## src/rtl/mixer_seq.sv

```systemverilog
`default_nettype none
// ============================================================================
//  Module      : mixer_seq
//  Description : Power/bias sequencer for the analog mixer. Applies the
//                requested pd/ota/buff levels in a safe order and holds off
//                a programmable settling time after each step. busy is high
//                while a sequence is running.
//  Revision    : 1.0 - initial release
// ============================================================================
module mixer_seq #(
    parameter int unsigned T_PD   = 100,
    parameter int unsigned T_OTA  = 50,
    parameter int unsigned T_BUFF = 20,
    parameter int unsigned CNT_W  = 16
) (
    input  logic       clk,
    input  logic       rst,
    input  logic       pd_req,
    input  logic       ota_req,
    input  logic [1:0] buff_req,
    output logic       pd_o,
    output logic       ota_o,
    output logic [1:0] buff_o,
    output logic       busy
);

    // Counter load values: a step of T cycles counts T-1 down to 0.
    localparam logic [CNT_W-1:0] LD_PD   = CNT_W'(T_PD - 1);
    localparam logic [CNT_W-1:0] LD_OTA  = CNT_W'(T_OTA - 1);
    localparam logic [CNT_W-1:0] LD_BUFF = CNT_W'(T_BUFF - 1);

    typedef enum logic [3:0] {
        IDLE     = 4'd0,
        UP_PD    = 4'd1,
        UP_OTA   = 4'd2,
        UP_BUFF  = 4'd3,
        DN_BUFF  = 4'd4,
        DN_OTA   = 4'd5,
        DN_PD    = 4'd6,
        UPD_OTA  = 4'd7,
        UPD_BUFF = 4'd8
    } state_t;

    state_t           state;
    logic [CNT_W-1:0] cnt;
    logic             ota_lat;
    logic [1:0]       buff_lat;

    // Sequencer: each step drives its output on entry, then settles for T_x
    // cycles; requests are only sampled in IDLE and latched on IDLE exit.
    always_ff @(posedge clk) begin
        if (rst) begin
            state    <= IDLE;
            cnt      <= '0;
            pd_o     <= 1'b1;
            ota_o    <= 1'b0;
            buff_o   <= 2'b00;
            busy     <= 1'b0;
            ota_lat  <= 1'b0;
            buff_lat <= 2'b00;
        end else begin
            case (state)
                IDLE: begin
                    busy <= 1'b0;
                    if (pd_req && !pd_o) begin
                        // Power down: buffers off first, then OTA, then pd.
                        state    <= DN_BUFF;
                        buff_o   <= 2'b00;
                        cnt      <= LD_BUFF;
                        busy     <= 1'b1;
                        ota_lat  <= ota_req;
                        buff_lat <= buff_req;
                    end else if (!pd_req && pd_o) begin
                        // Power up: release pd first; all three steps run.
                        state    <= UP_PD;
                        pd_o     <= 1'b0;
                        cnt      <= LD_PD;
                        busy     <= 1'b1;
                        ota_lat  <= ota_req;
                        buff_lat <= buff_req;
                    end else if (!pd_req && !pd_o && (ota_req != ota_o)) begin
                        // Update while powered up, OTA step always first.
                        state    <= UPD_OTA;
                        ota_o    <= ota_req;
                        cnt      <= LD_OTA;
                        busy     <= 1'b1;
                        ota_lat  <= ota_req;
                        buff_lat <= buff_req;
                    end else if (!pd_req && !pd_o && (buff_req != buff_o)) begin
                        state    <= UPD_BUFF;
                        buff_o   <= buff_req;
                        cnt      <= LD_BUFF;
                        busy     <= 1'b1;
                        ota_lat  <= ota_req;
                        buff_lat <= buff_req;
                    end
                end

                default: begin
                    if (cnt != '0) begin
                        cnt <= cnt - 1'b1;
                    end else begin
                        // Settling done: advance to the next step or finish.
                        case (state)
                            UP_PD: begin
                                state <= UP_OTA;
                                ota_o <= ota_lat;
                                cnt   <= LD_OTA;
                            end
                            UP_OTA: begin
                                state  <= UP_BUFF;
                                buff_o <= buff_lat;
                                cnt    <= LD_BUFF;
                            end
                            DN_BUFF: begin
                                state <= DN_OTA;
                                ota_o <= 1'b0;
                                cnt   <= LD_OTA;
                            end
                            DN_OTA: begin
                                state <= DN_PD;
                                pd_o  <= 1'b1;
                                cnt   <= LD_PD;
                            end
                            UPD_OTA: begin
                                if (buff_lat != buff_o) begin
                                    state  <= UPD_BUFF;
                                    buff_o <= buff_lat;
                                    cnt    <= LD_BUFF;
                                end else begin
                                    state <= IDLE;
                                    busy  <= 1'b0;
                                end
                            end
                            default: begin
                                // UP_BUFF, DN_PD, UPD_BUFF end the sequence.
                                state <= IDLE;
                                busy  <= 1'b0;
                            end
                        endcase
                    end
                end
            endcase
        end
    end

endmodule
`default_nettype wire

```

## config.mk

```make
export PLATFORM = sky130hd
export DESIGN_NAME = mixer_seq
export DESIGN_NICKNAME = d
export VERILOG_FILES = /design/src/rtl/mixer_seq.sv
export SDC_FILE = /design/constraint.sdc
export NUM_CORES = 1
export LEC_CHECK = 0
export BUFFER_PORTS_ARGS = -buffer_cell sky130_fd_sc_hd__buf_2
export CAP_MARGIN = 0
export CORE_UTILIZATION = 60
export CTS_CLUSTER_DIAMETER = 40
export DETAILED_ROUTE_END_ITERATION = 6
export HOLD_SLACK_MARGIN = 0.12
export PLACE_DENSITY = 0.86
export SYNTH_ARGS = -nofsm -noshare
export SYNTH_HDL_FRONTEND = slang
export SYNTH_SLANG_ARGS = --single-unit
```

## constraint.sdc

```tcl
create_clock -name clk -period 2.3 [get_ports clk]
set_input_delay 0.345 -clock clk [delete_from_list [all_inputs] [get_ports clk]]
set_output_delay 0.345 -clock clk [all_outputs]
set_load 0.005 [all_outputs]
```

Word-level counts from Yosys, hierarchy flattened --
Cells that the tools add are included.
Word-level totals: flip-flop bits (word level) 28, input bits 6, output and inout port bits 5, word-level logic and storage cells 103
Cells by class: add/sub/neg operators 1, eq/ne operators 21, multiplexer cells 50, reduce and logical (&&, ||, !) cells 23
Operator list (count):
- 16-bit 2-to-1 mux | 7
- 16-bit one-hot mux with 4 select lines | 1
- 4-bit 2-to-1 mux | 7
- 1-bit 2-to-1 mux | 21
- 2-bit 2-to-1 mux | 10
- 4-bit one-hot mux with 5 select lines | 1
- 16-bit nonzero test | 1
- 16-bit by 1-bit subtractor with 16-bit output, second input constant | 1
- 4-bit by 3-bit == test with 1-bit output, second input constant | 3
- 3-bit != test, second input constant | 3
- 2-bit != test, second input constant | 4
- 3-bit by 2-bit != test with 1-bit output, second input constant | 2
- 3-bit AND reduction | 2
- 6-bit AND reduction | 1
- 3-bit nonzero test | 2
- 6-bit nonzero test | 1
- 1-bit logical AND | 5
- 5-bit != test, second input constant | 1
- 5-bit AND reduction | 1
- 4-bit by 1-bit == test with 1-bit output, second input constant | 1
- 4-bit by 2-bit == test with 1-bit output, second input constant | 1
- 4-bit logical NOT | 1
- 2-bit by 1-bit != test with 1-bit output, second input constant | 2
- 2-bit != test | 2
- other kinds (11) | 14

Logic depth before layout (Yosys ltp) --
Gate-level depths: netlist (run 1).
word-level depth 8, gate-level depth with buffers 9, mapped depth without buffers 7

Worst setup path after synthesis (run 1) --
No wires, ideal clock.
kind reg-to-reg, start register state[1], end register cnt[5], setup time 0.088 ns, arrival 1.800 ns, data required time 2.212 ns, path slack 0.412 ns, cell stages (with the launch flop) 10, buffers on the path 4, clock period less this slack 1.888 ns, cell sequence dfxtp_1 > buf_2 > or2_2 > clkbuf_1 > nor2_4 > and3_1 > buf_4 > clkbuf_4 > nor2_1 > a311oi_2
On the way: word-level cells in the longest chain between the ends 5, elaborated cells between the ends (all ways) 14, classes of those cells eq/ne (7); mux (3); reduce/logical (4)
Ends and longest elaborated chain:
- from (decl) | line 44 | state_t state;
- from (signal assigned) | line 53 | state <= IDLE;
- from (signal assigned) | line 67 | state <= DN_BUFF;
- from (signal assigned) | line 75 | state <= UP_PD;
- 4-bit by 3-bit == test with 1-bit output or 4-bit by 1-bit == test with 1-bit output (tied branches) | line 104 | case (state)
- 2-bit OR reduction (no line)
- 16-bit one-hot mux with 4 select lines | line 104
- 16-bit 2-to-1 mux | line 100 | if (cnt != '0) begin
- 16-bit 2-to-1 mux | line 62 | case (state)
- to (signal assigned) | line 101 | cnt <= cnt - 1'b1;
- to (decl) | line 45 | logic [CNT_W-1:0] cnt;
Parallel ways exist; a longest one is shown, timed or not. A chain may end at the register's enable or synchronous reset.

Worst setup path in the final report (run 1) --
start register cnt[2], end register cnt[15]
On the way: word-level cells in the longest chain between the ends 3, elaborated cells between the ends (all ways) 7, classes of those cells add/sub (1); eq/ne (1); mux (2); reduce/logical (3)
Ends and longest elaborated chain (line):
- 16-bit by 1-bit subtractor with 16-bit output or 16-bit nonzero test (tied branches) | 101, 100
- 16-bit 2-to-1 mux (tied with other cells) | 100
- 16-bit 2-to-1 mux or 3-bit AND reduction (tied branches)
Parallel ways exist; a longest one is shown, timed or not.

==> metrics.md, run 1 <==
| Metric | Value |
|---|---|
| Unique cell type count in the Yosys netlist | 52 |
| Post-detail-place hpwl | 3290 um |
| Number of antenna violations at the first check in global routing | 0 |
| Skew-Pair Late Insertion Delay | 0.33 ns |
| Number of iterations in the first detailed-routing pass | 4 |
| Placement row count | 19 |
| Number of H-tree branching levels | 1 |
| Async set-reset flop share out of synthesis | 0% |
| Relative max-transition margin | 64.19% |
| Worst Path Class, Setup | flop to flop |
| Unrepaired setup endpoints after global routing | false |
| Fin util | 70.83% |
| Maximum cell stage delay along the critical path | 0.68 ns |
| Number of DRC violations after detailed-routing iteration 0 | 139 |
| Ordered cell list for the critical path | nor4_2 > nand3_1 > or4_1 > a31o_1 > a21oi_1 |
| Gate count after technology mapping | 227 |
| Vert. Die Dim | 57.59 um |
| Area of the mapped netlist | 0.001854 sq mm |
| Endpoint type of the worst setup path | flop |
| Detailed Route WL | 4560 um |
| Residual antenna-violating net count after detailed routing | 0 |
| Clock tree root driver cell | sky130_fd_sc_hd__clkbuf_4 |
| Average cell area after synthesis | 8.169 sq um |
| Worst hold path type | input pin to flop |
| TritonCTS clock tree | built |
| Fmax achieved | 452.7 MHz |
| Die boundary width | 57.59 um |
| Clock buffer count from CTS | 3 |
| DRC | 0 |
| Global-route wire length before repair | 7479 um |
| Number of vias in the routed layout | 1,837 |
| Final-layout setup total negative slack | 0 ns |
| Place WS | 0.1080 ns |
| Endpoints failing setup | 0 |
| Overall overflow remaining after global route | 0 |
| Dominant synthesized flop cell | sky130_fd_sc_hd__dfxtp_1 |
| Number of flops mapped to enable cells by yosys | 0 |
| Number of diodes | 0 |
| Crit-path slowest cell | sky130_fd_sc_hd__or4_1 |
| Via count of the first global-routing pass | 1,575 |
| Top delay family on crit path | simple AND/OR/NAND/NOR gates |
| Overall routing resource usage | 29.01% |
| WP data required | 2.58 ns |
| Outcome | finished clean |
| Total of buffers placed on input and output ports | 10 |
| Clock transition at path regs | 0.15 ns |
| Area of the placeable core | 0.002853 sq mm |
| Largest fanout on the critical path | 6 |
| Synthesized netlist net count | 239 |
| Worst-Margin Slew | 0.5352 ns |
| Maximum number of buffers from clock root to sink | 2 |
| Top library cells by usage in the layout, fill and taps aside | 26 x sky130_fd_sc_hd__a21oi_1, 26 x sky130_fd_sc_hd__dfxtp_1, 20 x sky130_fd_sc_hd__nor2_1, 13 x sky130_fd_sc_hd__nand2_1 |
| Vias per std cell | 6.854 |
| Buf/Inv on CP | 0 |
| Post-route setup slack | 0.09093 ns |
| Sinks on Clock Net | 28 |
| CP arrival | 2.49 ns |
| Ys Warns | 0 |
| Synth Register Bits | 28 |
| Max_cap viols | 0 |
| Placement-stage cell area | 0.001969 sq mm |
| Routed length per placed instance | 17.01 um |
| Initial Util | 65.00% |
| Part of the cycle the worst path needs | 96.05% |
| Maximum number of pins on one net before global-route repair | 24 |
| RePlAce Congestion | 0.8848 |
| Hold-fix buffers, CTS | 0 |
| Number of endpoints with negative hold slack in the final report | 0 |
| Startpoint type of the worst setup path | flop |
| Number of top-level design ports | 11 |
| Die outline area | 0.003317 sq mm |
| Share of cells above drive strength 1 | 14.77% |
| Share of the yosys chip area belonging to registers | 30.23% |
| Layout Nets | 251 |
| Number of max-slew violations in the final report | 0 |
| Crit path time final | 2.209 ns |
| Area Overhead vs Synth | 8.974% |
| Post-route design area | 0.002021 sq mm |
| Setup skew after layout | 0.002907 ns |
## worst reg2reg max path: stages, from the launching register on
cell	delay, ns
sky130_fd_sc_hd__dfxtp_1	0.38
sky130_fd_sc_hd__nor4_2	0.49
sky130_fd_sc_hd__nand3_1	0.22
sky130_fd_sc_hd__or4_1	0.68
sky130_fd_sc_hd__a31o_1	0.26
sky130_fd_sc_hd__a21oi_1	0.11
## per-layer routing
metal	global-route usage (%)	routed length, um	share of wire (%)
met5	0	0	0
met4	5.226	52	1.1
met3	4.082	322	7.1
met2	46.35	2070	45
met1	41.97	2115	46
## synthesized netlist by cell type, types with 5 or more instances
library cell | n | area (sq um)
sky130_fd_sc_hd__inv_1 | 11 | 41.29
sky130_fd_sc_hd__xnor2_1 | 5 | 43.79
sky130_fd_sc_hd__nand2_1 | 13 | 48.80
sky130_fd_sc_hd__a21oi_1 | 26 | 130.1
sky130_fd_sc_hd__dfxtp_1 | 28 | 560.5
sky130_fd_sc_hd__ha_1 | 6 | 75.07
sky130_fd_sc_hd__nand3_1 | 10 | 50.05
sky130_fd_sc_hd__o21ai_0 | 6 | 30.03
sky130_fd_sc_hd__buf_2 | 6 | 30.03
sky130_fd_sc_hd__nor2_1 | 20 | 75.07
sky130_fd_sc_hd__o31ai_1 | 10 | 75.07
sky130_fd_sc_hd__or4_1 | 11 | 82.58
## registers in the layout (all words and copies together), names as in the netlist
name and flops:
ota_o 1, buff_o 2, ota_lat 1, state 4, cnt 16, pd_o 1
busy 1, buff_lat 2
## metrics by stage
| step | instances | hold slack (ns) |
|---|---|---|
| 3_5_place_dp | 264 | 0.4880 |
| 2_1_floorplan | 227 | 0.4535 |
| 5_1_grt | 268 | 0.3005 |
| 3_3_place_gp | 264 | 0.4754 |
| 6_report | 268 | 0.2748 |
| 4_1_cts | 267 | 0.2754 |
## logic make-up after synthesis
family	Yosys count	share of synthesized area (%)
AO/OA/AOI/OAI	71	26.32
flip-flops	28	30.23
AND/OR/NAND/NOR	86	27.19
multiplexers	4	2.159
buffers and inverters	24	6.275
XOR/XNOR	8	3.779
adder cells (fa/ha/maj)	6	4.048
## final timing paths
check                                  from           to  slack (ns)  depth (start not counted)
worst min-delay path            buff_req[1]  buff_lat[1]        0.27                          3
worst max register to register       cnt[2]      cnt[15]        0.09                          5
worst max-delay path                 cnt[2]      cnt[15]        0.09                          5
worst min register to register      cnt[14]      cnt[14]        0.51                          2
## cell type report
class,instances,area [sq um]
multi-input cells,175,1192
fillers,240,832.0
flip-flops and latches,28,563.0
repair buffers,20,162.7
inverters,11,41.29
well taps,31,38.79
clock buffers,3,22.52
## what timing repair did
item                       CTS  global route
resized for setup            0             3
setup endpoints to repair    0            12
hold endpoints to repair     0             0
setup buffers                0             1
Power of run 1 is not shown: default switching activity piles up to over one toggle a cycle in this logic, so the estimate is an artifact.
==> run 2, diff against run 1 <==
--- a/config.mk
+++ b/config.mk
@@ -7,6 +7,7 @@
 export LEC_CHECK = 0
 export BUFFER_PORTS_ARGS = -buffer_cell sky130_fd_sc_hd__buf_2
 export CAP_MARGIN = 0
+export CORE_ASPECT_RATIO = 1.1
 export CORE_UTILIZATION = 60
 export CTS_CLUSTER_DIAMETER = 40
 export DETAILED_ROUTE_END_ITERATION = 6
==> metrics.md, run 2 (synthesized netlist as in run 1, its figures left out) <==
| Metric | Value |
|---|---|
| Outcome | finished clean |
| TritonCTS clock tree | built |
| Relative max-transition margin | 68.53% |
| CP arrival | 2.33 ns |
| Startpoint type of the worst setup path | flop |
| Depth of the worst register-to-register path | 8 |
| Largest fanout on the critical path | 9 |
| Count of non-filler cells in the finished layout | 274 |
| Number of antenna violations at the first check in global routing | 0 |
| Number of top-level design ports | 11 |
| Number of max-slew violations in the final report | 0 |
| Number of DRC violations after detailed-routing iteration 0 | 77 |
| Area Overhead vs Synth | 9.582% |
| Crit path time final | 2.091 ns |
| Largest register FFs | 16 |
| Hold-fix buffers, CTS | 0 |
| Number of H-tree branching levels | 1 |
| Setup skew after layout | 0.003233 ns |
| Unrepaired setup endpoints after global routing | false |
| Via count of the first global-routing pass | 1,690 |
| Number of vias in the routed layout | 1,829 |
| RePlAce Congestion | 0.9659 |
| Register ranked first by flip-flop count | cnt |
| Layout Nets | 255 |
| Placement row count | 20 |
| Initial Util | 65.00% |
| Overall overflow remaining after global route | 0 |
| Die boundary width | 55.01 um |
| Crit-path slowest cell | sky130_fd_sc_hd__dfxtp_1 |
| Largest registers in the final layout | cnt: 16 flops, state: 4 flops |
| Sinks on Clock Net | 28 |
| Endpoints failing setup | 0 |
| Clock buffer count from CTS | 3 |
| Final-layout setup total negative slack | 0 ns |
| Worst-Margin Slew | 0.4721 ns |
| Worst hold path type | input pin to flop |
| First element of the critical path | cnt[0] |
| Max_cap viols | 0 |
| Post-detail-place hpwl | 3218 um |
| Area of the placeable core | 0.002853 sq mm |
| Ordered cell list for the critical path | inv_1 > ha_1 > nor4b_1 > nand4_1 > buf_4 > nor3_1 > a211oi_1 > o32ai_1 |
| Capturing instance or port of the critical path | cnt[6] |
| Fin util | 71.23% |
| Part of the cycle the worst path needs | 90.93% |
| Post-route setup slack | 0.2086 ns |
| Reg2reg start | cnt[0] |
| WP data required | 2.54 ns |
| Residual antenna-violating net count after detailed routing | 0 |
| Number of iterations in the first detailed-routing pass | 5 |
| Number of endpoints with negative hold slack in the final report | 0 |
| Vias per std cell | 6.675 |
| Fmax achieved | 478.1 MHz |
| Die outline area | 0.003317 sq mm |
| Global-route wire length before repair | 7107 um |
| Routed length per placed instance | 15.78 um |
| Top library cells by usage in the layout, fill and taps aside | 28 x sky130_fd_sc_hd__dfxtp_1, 26 x sky130_fd_sc_hd__a21oi_1, 20 x sky130_fd_sc_hd__nor2_1, 13 x sky130_fd_sc_hd__nand2_1, 12 x sky130_fd_sc_hd__buf_4 |
| Total of buffers placed on input and output ports | 10 |
| Flop2flop setup slack | 0.21 ns |
| Endpoint type of the worst setup path | flop |
| Maximum cell stage delay along the critical path | 0.38 ns |
| Place WS | 0.2618 ns |
| Most common cell after layout, fill and taps aside | sky130_fd_sc_hd__dfxtp_1 |
| Reg2reg end | cnt[6] |
| Detailed Route WL | 4324 um |
| Clock tree root driver cell | sky130_fd_sc_hd__clkbuf_4 |
| Overall routing resource usage | 28.98% |
| Number of diodes | 0 |
| Post_cts resized | 0 |
| Vert. Die Dim | 60.31 um |
| Placed insts | 271 |
| Post-CTS setup buffer count | 0 |
| Skew-Pair Late Insertion Delay | 0.32 ns |
| DRC | 0 |
| Worst Path Class, Setup | flop to flop |
| Clock transition at path regs | 0.15 ns |
| Maximum number of buffers from clock root to sink | 2 |
| Share of cells above drive strength 1 | 14.94% |
| Maximum number of pins on one net before global-route repair | 24 |
-- run 2: cell types whose count changed in the layout (fill, tap and decap cells not counted), sizes merged --
| cell | change |
|---|---|
| buf | +4 |
-- run 2: cell type report --
type / instances / area, sq um
tap: 33 / 41.29
clock buffer: 3 / 22.52
multi-input combinational: 175 / 1186
fill: 227 / 820.8
timing repair buffer: 24 / 180.2
sequential: 28 / 560.5
inverter: 11 / 41.29
-- run 2: through the flow --
stage | hold slack, ns | area (sq um)
after global placement | 0.4732 | 2009
after CTS | 0.2997 | 2032
after detailed placement | 0.4845 | 2009
after floorplan | 0.4535 | 1854
final | 0.3010 | 2032
after global routing | 0.3182 | 2032
-- run 2: worst min path at each step --
| stage | slack, ns | endpoint | from | cells after the start |
|---|---|---|---|---|
| floorplan | 0.45 | ota_lat | ota_lat | 2 |
| global placement | 0.47 | cnt[14] | cnt[14] | 2 |
| detailed placement | 0.48 | cnt[14] | cnt[14] | 2 |
| CTS | 0.30 | buff_lat[1] | buff_req[1] | 3 |
| global route | 0.32 | buff_lat[0] | buff_req[0] | 3 |
| finish | 0.30 | buff_lat[1] | buff_req[1] | 3 |
-- run 2: critical path, delay by kind of cell (launching register included) --
kind,cells,cell delay (ns)
adder cells (fa/ha/maj),1,0.17
buffers and inverters,2,0.31
AND/OR/NAND/NOR,3,0.83
flip-flops,1,0.38
AO/OA/AOI/OAI,2,0.32
-- run 2: layer usage --
| layer | routed length [um] | global-route usage (%) | share of wire [%] | up-vias |
|---|---|---|---|---|
| met4 | 93 | 13.21 | 2.2 | 0 |
| met5 | 0 | 0 | 0 | - |
| met2 | 2127 | 50.60 | 49 | 80 |
| met3 | 250 | 3.817 | 5.8 | 14 |
| li1 | - | - | - | 886 |
| met1 | 1853 | 34.30 | 43 | 849 |
Power of run 2 is left out for the same reason.
